--- src/rtl/ccheck_pkg.sv ---
// Shared definitions for the CPU trace capture buffer: default record geometry,
// channel naming and a helper to pull one channel out of a packed record.
package ccheck_pkg;

    localparam int DEFAULT_DATA_W = 32;
    localparam int DEFAULT_NUM_CH = 6;

    typedef enum logic [2:0] {
        CH_RS     = 3'd0,
        CH_RT     = 3'd1,
        CH_RD     = 3'd2,
        CH_BRANCH = 3'd3,
        CH_JUMP   = 3'd4,
        CH_LW     = 3'd5
    } ch_e;

    // Channel k lives at bits [k*DATA_W +: DATA_W] of a default-geometry record.
    function automatic logic [DEFAULT_DATA_W-1:0] get_ch(
        input logic [DEFAULT_NUM_CH*DEFAULT_DATA_W-1:0] rec,
        input ch_e                                      k
    );
        return rec[int'(k)*DEFAULT_DATA_W +: DEFAULT_DATA_W];
    endfunction

endpackage

--- src/rtl/ccheck_trace_mem.sv ---
// Storage array for the trace buffer: one synchronous write port, one
// asynchronous read port, contents deliberately left unreset.
module ccheck_trace_mem #(
    parameter int DEPTH = 8,
    parameter int WIDTH = 192
) (
    input  logic                     clk,
    input  logic                     we,
    input  logic [$clog2(DEPTH)-1:0] waddr,
    input  logic [WIDTH-1:0]         wdata,
    input  logic [$clog2(DEPTH)-1:0] raddr,
    output logic [WIDTH-1:0]         rdata
);

    logic [WIDTH-1:0] mem [DEPTH];

    always_ff @(posedge clk) begin
        if (we) begin
            mem[waddr] <= wdata;
        end
    end

    assign rdata = mem[raddr];

endmodule

--- src/rtl/ccheck_trace_buf.sv ---
// Capture FIFO between the CPU trace tap and the checker, with overrun counting.
// Define CCHECK_SEQ_EN to tag every record with a sequence number (rec_seq port).
module ccheck_trace_buf
    import ccheck_pkg::*;
#(
    parameter int DATA_W = DEFAULT_DATA_W,
    parameter int NUM_CH = DEFAULT_NUM_CH,
    parameter int DEPTH  = 8,
    parameter int SEQ_W  = 16,
    parameter int CNT_W  = 16
) (
    input  logic                     clk,
    input  logic                     reset,
    input  logic                     tap_valid,
    input  logic [NUM_CH*DATA_W-1:0] tap_data,
    input  logic                     flush,
    output logic                     rec_valid,
    input  logic                     rec_ready,
    output logic [NUM_CH*DATA_W-1:0] rec_data,
`ifdef CCHECK_SEQ_EN
    output logic [SEQ_W-1:0]         rec_seq,
`endif
    output logic [$clog2(DEPTH):0]   level,
    output logic                     overflow,
    output logic [CNT_W-1:0]         drop_cnt
);

    localparam int PTR_W = $clog2(DEPTH);
    localparam int LVL_W = PTR_W + 1;
    localparam int REC_W = NUM_CH * DATA_W;
`ifdef CCHECK_SEQ_EN
    localparam int ENTRY_W = REC_W + SEQ_W;
`else
    localparam int ENTRY_W = REC_W;
`endif

    if (DEPTH < 2 || (DEPTH & (DEPTH - 1)) != 0 || SEQ_W < 1 || CNT_W < 1) begin : g_bad_param
        $error("ccheck_trace_buf: DEPTH must be a power of two >= 2, SEQ_W and CNT_W >= 1");
    end

    logic [PTR_W-1:0]   wr_ptr;
    logic [PTR_W-1:0]   rd_ptr;
    logic               full;
    logic               pop;
    logic               push;
    logic               drop;
    logic [ENTRY_W-1:0] wr_entry;
    logic [ENTRY_W-1:0] rd_entry;

    // Handshake: a record transfers on any cycle where rec_valid && rec_ready;
    // rec_valid never depends on rec_ready, and the head stays put until taken.
    // The tap side has no back-pressure: a record arriving at a full buffer
    // with no concurrent pop is dropped and counted.
    assign rec_valid = (level != '0);
    assign full      = (level == LVL_W'(DEPTH));
    assign pop       = rec_valid && rec_ready;
    assign push      = tap_valid && (!full || pop);
    assign drop      = tap_valid && full && !pop;

`ifdef CCHECK_SEQ_EN
    logic [SEQ_W-1:0] seq_cnt;

    // Counts every offered record, dropped ones included, so gaps are visible.
    always_ff @(posedge clk) begin
        if (reset) begin
            seq_cnt <= '0;
        end else if (tap_valid) begin
            seq_cnt <= seq_cnt + SEQ_W'(1);
        end
    end

    assign wr_entry = {seq_cnt, tap_data};
    assign rec_seq  = rec_valid ? rd_entry[REC_W +: SEQ_W] : '0;
`else
    assign wr_entry = tap_data;
`endif

    // Empty slots read back as zero so outputs never expose stale/unreset storage.
    assign rec_data = rec_valid ? rd_entry[REC_W-1:0] : '0;

    ccheck_trace_mem #(
        .DEPTH (DEPTH),
        .WIDTH (ENTRY_W)
    ) u_mem (
        .clk   (clk),
        .we    (push && !flush && !reset),
        .waddr (wr_ptr),
        .wdata (wr_entry),
        .raddr (rd_ptr),
        .rdata (rd_entry)
    );

    always_ff @(posedge clk) begin
        if (reset) begin
            wr_ptr   <= '0;
            rd_ptr   <= '0;
            level    <= '0;
            overflow <= 1'b0;
            drop_cnt <= '0;
        end else if (flush) begin
            wr_ptr <= '0;
            rd_ptr <= '0;
            level  <= '0;
        end else begin
            if (push) begin
                wr_ptr <= wr_ptr + PTR_W'(1);
            end
            if (pop) begin
                rd_ptr <= rd_ptr + PTR_W'(1);
            end
            if (push && !pop) begin
                level <= level + LVL_W'(1);
            end else if (pop && !push) begin
                level <= level - LVL_W'(1);
            end
            if (drop) begin
                overflow <= 1'b1;
                if (drop_cnt != '1) begin
                    drop_cnt <= drop_cnt + CNT_W'(1);
                end
            end
        end
    end

endmodule

--- config.mk ---
export PLATFORM = sky130hd
export DESIGN_NAME = ccheck_trace_buf
export DESIGN_NICKNAME = d
export VERILOG_FILES = /design/src/rtl/ccheck_pkg.sv /design/src/rtl/ccheck_trace_mem.sv /design/src/rtl/ccheck_trace_buf.sv
export SDC_FILE = /design/constraint.sdc
export NUM_CORES = 1
export LEC_CHECK = 0
export BUFFER_PORTS_ARGS = -buffer_cell sky130_fd_sc_hd__buf_2
export CAP_MARGIN = 20
export CORE_AREA = 10 10 464 466
export DETAILED_ROUTE_END_ITERATION = 16
export DIE_AREA = 0 0 474 476
export SYNTH_ARGS = -nofsm -noshare
export SYNTH_HDL_FRONTEND = slang
export SYNTH_SLANG_ARGS = --single-unit
--- constraint.sdc ---
create_clock -name clk -period 39.6 [get_ports clk]
set_input_delay 3.96 -clock clk [delete_from_list [all_inputs] [get_ports clk]]
set_output_delay 3.96 -clock clk [all_outputs]
set_load 0.02 [all_outputs]
* Word-level counts from Yosys, hierarchy flattened
Memories as Yosys holds them, arrays and structs flattened. A register that Yosys moved wholly into a read port is not among the register bits.
Index checks and enable logic that the tools add are counted.
** Storage, ports and cells
- Memories :: 1
- Bits in writable memories :: 1536
- Input bits :: 197
- Output and inout port bits :: 214
- Register bits after elaboration :: 27
- Word-level logic and storage cells :: 40
** Operators by class
- Muxes and demuxes :: 7
- Bitwise operators :: 1
- Reduce and logical (&&, ||, !) cells :: 19
- $add $sub $neg :: 5
- Equal/unequal tests :: 2
** Memories
- u_mem.mem :: words 8, bits a word 192, rd ports 1, clocked after Yosys merged registers in 1, wr ports 1, line ccheck_trace_mem.sv:15 : logic [WIDTH-1:0] mem [DEPTH];
** Operator list (number)
- $mux W192 :: 1
- $add A16 B1 Y16 const B :: 1
- $ne A16 B16 Y1 const B :: 1
- $logic_and A1 B1 Y1 :: 8
- $mux W4 :: 2
- $add A3 B1 Y3 const B :: 2
- $mux W3 :: 2
- $logic_not A1 Y1 :: 5
- $add A4 B1 Y4 const B :: 1
- $eq A4 B4 Y1 const B :: 1
- $reduce_bool A4 Y1 :: 1
- $sub A4 B1 Y4 const B :: 1
- $reduce_and A3 Y1 :: 1
- $mux W1 :: 2
- $reduce_and A2 Y1 :: 1
- $reduce_bool A2 Y1 :: 1
- $reduce_or A2 Y1 :: 1
- $logic_or A1 B1 Y1 :: 1
- $not A1 Y1 :: 1

* Longest topological paths before layout
- Depth in word-level cells :: 8
- Depth in mapped cells :: 11
- Mapped depth without buffers :: 11

* Hierarchy
From an unflattened synthesis, not the netlist that was laid out.
** Second synthesis, totals
- Cells, all modules :: 2598
- Area total of the unflattened synthesis :: 61300.0 µm²
** Modules (own cells, without submodules)
- ccheck_trace_mem :: cells an instance 2232, instances 1, area each 58637.5 µm², sequential area each 46124.2 µm²
- ccheck_trace_buf :: cells an instance 366, instances 1, area each 2662.6 µm², sequential area each 540.5 µm²

* Least setup slack after synthesis
Ideal clock, no wire load.
- Path type :: input -> register
- Start point :: in rec_ready
- End point :: mem u_mem.mem[0][0], enable pin
- Setup time :: 1.214 ns
- Path slack :: 15.936 ns
- Arrival time :: 22.451 ns
- Path buffers :: 0
- Required time :: 38.386 ns
- Cell stages on the path :: 5
- Path through :: nand2b_1 o21ai_0 inv_1 nand2b_1 nor4_1
** On the way
- Longest elaborated chain between the ends :: 7
** RTL lines
- from (decl) :: line ccheck_trace_buf.sv:18 : input logic rec_ready,
- $logic_and A1 B1 Y1 :: line ccheck_trace_buf.sv:56 : assign pop = rec_valid && rec_ready;
- $logic_or A1 B1 Y1 :: line ccheck_trace_buf.sv:57 : assign push = tap_valid && (!full || pop);
- $logic_and A1 B1 Y1 :: line ccheck_trace_buf.sv:57
- $logic_and A1 B1 Y1 (2 in series) :: line ccheck_trace_buf.sv:86 : .we (push && !flush && !reset),
- $mux W1 :: line ccheck_trace_mem.sv:18 : if (we) begin
- $mux W1 (not written as such) :: line ccheck_trace_mem.sv:19 : mem[waddr] <= wdata;
- to (decl) :: line ccheck_trace_mem.sv:15
No other way between the ends.

==> summary.md <==
| Metric | Value |
|---|---|
| First-pass GRT wire length | `202700 µm` |
| CP Capture Type | `output pin` |
| Most common cell in the netlist | `edfxtp_1` |
| Tcrit/Tclk final | `23.76%` |
| Crit-path most repeated cell | `buf_4` |
| Slew Limit Fails | `0` |
| Post-synth EDFFs | `1536` |
| Peak VDD IR | `0.04196 mV` |
| Mapped Area | `59500 µm²` |
| Maximum Capacitance Violations | `0` |
| DP Worst Slack | `30.90 ns` |
| Instance area at placement | `64920 µm²` |
| Top cells by area, synth | `edfxtp_1 78%, mux4_2 15%, mux2i_1 3.3%, nor2_1 1.4%, dfxtp_1 1.0%` |
| PD cells | `51.21 nW/µm²` |
| Sequential share of the synthesized area | `78.53%` |
| R2R Path Start | `level[0]` |
| RSZ-0062 raised after global routing | `no` |
| Via/cell ratio | `4.664` |
| CTS Sinks | `1566` |
| Critical-path top delay cell | `buf_4` |
| Die ar. | `225600 µm²` |
| CTS tree | `done` |
| Vias | `27788` |
| Worst-case reg-to-reg path depth | `7` |
| Reg2reg end | `u_mem.mem[6][60]` |
| CP bufs+invs | `4` |
| Synth top area share | `77.52%` |
| Starting Density | `28.88%` |
| Startpoint types | `flop` |
| Hold-fix buffers, CTS | `0` |
| H-tree depth | `4` |
| Number of remaining DRC errors | `0` |
| Worst Min Path Start | `rd_ptr[1]` |
| Die X | `474 µm` |
| Routed Antenna Nets | `0` |
| Synth area leader | `edfxtp_1` |
| Kind of cell adding the most delay to the critical path | `buffers and inverters` |
| Core ar. | `206000 µm²` |
| IO Port Bufs | `410` |
| Die height | `476 µm` |
| Post-synth ARST share | `0%` |
| Combinational share of power | `8.1%` |
| Fmax | `106.3 MHz` |
| Commonest cells post-synth | `1536 x edfxtp_1, 384 x mux4_2, 218 x nor2_1` |
| Critical path required time | `35.64 ns` |
| CP max FO | `65` |
| Outcome | `complete, no violations` |
| Post-synth net total | `2825` |
| Slew HR | `31.01%` |
| Initial DRC count | `2105` |
| Fin Setup TNS | `0 ns` |
| Total iterations of the first detailed-routing run | `5` |
| Psw | `839.0 µW` |
| Yosys reg bits | `1566` |
| Net Sw Frac | `23.38%` |
| WP data arrival | `5.45 ns` |
| Grt ovf | `0` |
| Reg2Reg Setup Slack | `35.40 ns` |
| Part of the power in registers | `51.1%` |
| Layout area overhead | `17.76%` |
| Leak Pwr | `21.64 nW` |
| Vias in the first global route | `29530` |
| Layout cells sized above 1 | `33.82%` |
| CP Class | `reg -> out` |
| Cell Int Power | `2.749 mW` |
| Drt total wl | `138000 µm` |
| Max clock buf depth | `3` |
| Largest net degree at the start of global routing | `89` |
| Setup violations, final | `0` |
| Wirelength per Cell | `23.16 µm` |
| Root Buffer | `clkbuf_16` |
| Worst slew pin tran | `1.035 ns` |
| CTS clk-pin slew, worst paths | `0.06 ns` |
| Clk_lat worst skew | `0.81 ns` |
| Post-CTS sizing | `0` |
| Setup WS post-layout | `30.19 ns` |
| Initial antenna violation count | `46` |
| Clock skew | `0.02837 ns` |
| Largest stage delay, worst path | `0.91 ns` |
| Pwr Total | `3.588 mW` |
| CP Cell Sequence | `buf_4 > buf_4 > buf_4 > mux4_2 > mux2i_1 > nor2_1 > buf_2` |
| Endpoints failing hold | `0` |
| Post-Syn Instances | `2621` |
| RePlAce Congestion | `0.7082` |
| Clk pwr share | `40.8%` |
| Ys flop type | `edfxtp_1` |
| Num ports | `411` |
| Site Rows | `167` |
| Final #Nets | `3322` |
| Final critical-path required period | `9.411 ns` |
| Synth warn | `0` |
| Post-detail-place hpwl | `78100 µm` |
| Synth unique cells | `37` |
| Hold WC Path Type | `reg -> reg` |
| Total GRT Usage | `11.95%` |
| Post-CTS setup buffers | `0` |
| CTS Buf Count | `167` |
| Design Area, Final | `70070 µm²` |
| Post-Syn Area per Cell | `22.70 µm²` |
| Hold Path Cell Cnt | `2` |
## metrics by stage
step / util [%] / hold WS, ns / std cells
floorplan: - / 0.4541 / 2621
global placement: 31.51 / 0.4644 / 5652
detailed placement: 31.51 / 0.4690 / 5652
CTS: 33.99 / 0.4781 / 5947
global route: 34.01 / 0.5237 / 5955
finish: 34.01 / 0.4762 / 5958
## power by group through the flow
stage / combinational (mW) / sequential (mW) / clock, mW
2_1_floorplan: 0.169 / 1.87 / 0
3_3_place_gp: 0.296 / 1.87 / 0
3_5_place_dp: 0.299 / 1.87 / 0
4_1_cts: 0.300 / 1.83 / 1.51
5_1_grt: 0.314 / 1.83 / 1.58
6_report: 0.289 / 1.83 / 1.47
## metal layers
layer	vias up	part of all wire (%)	GRT usage [%]
li1	11960	-	-
met1	14796	42	15.36
met2	749	50	20.02
met3	253	5.5	2.703
met4	30	2.6	3.944
met5	-	0.15	0
## cell type report
class                      count  area [µm²]
fill                       19304      136000
sequential                  1566       46740
multi-input combinational    910       12250
clock buffer                 213        4404
tap                         2704        3383
timing repair buffer         468        2557
clock inverter                82       694.4
antenna                       10       25.02
inverter                       5       18.77
## how the worst max path moves through the flow
stage	from	to	cells after the start	slack, ns
floorplan	rec_ready	u_mem.mem[0][0]	5	15.94
global placement	flop	rec_data[20]	7	30.91
detailed placement	flop	rec_data[20]	7	30.90
CTS	flop	rec_data[20]	7	30.01
global route	flop	rec_data[20]	7	29.74
finish	flop	rec_data[25]	7	30.19
## registers in the layout, summed over array words and instances, names as in the netlist, named ones only
name / count
level: 4
u_mem.mem: 1536
rd_ptr: 3
drop_cnt: 16
wr_ptr: 3
overflow: 1
## tightest hold or removal path: stages (launching register included)
cell	delay, ns
dfxtp_1	0.31
nand2_1	0.05
a21oi_1	0.07
## cells by family after synthesis
family          Yosys count  synth area share [%]
flops                  1566                 78.53
mux                     585                 17.93
simple gates            285                 2.040
buf+inv                 145                0.9925
compound gates           28                0.2776
fa+ha+maj                 7                0.1598
xor+xnor                  5               0.07360
## layout by cell type, fill, tap and decap left out, types with 7 or more instances in the layout
cell type     n
mux2i_1     195
mux4_2      384
nor2_1      213
or4_1         8
clkbuf_1     43
clkinv_1     27
diode_2      10
clkbuf_16   169
buf_4        53
nor4_1        7
clkinv_2     22
inv_16        8
nand3_1       8
nand2_1      15
buf_2       410
o31ai_1       8
edfxtp_1   1536
dfxtp_1      27
a21oi_1      15
No activity file was read; power rests on OpenSTA's default activity.
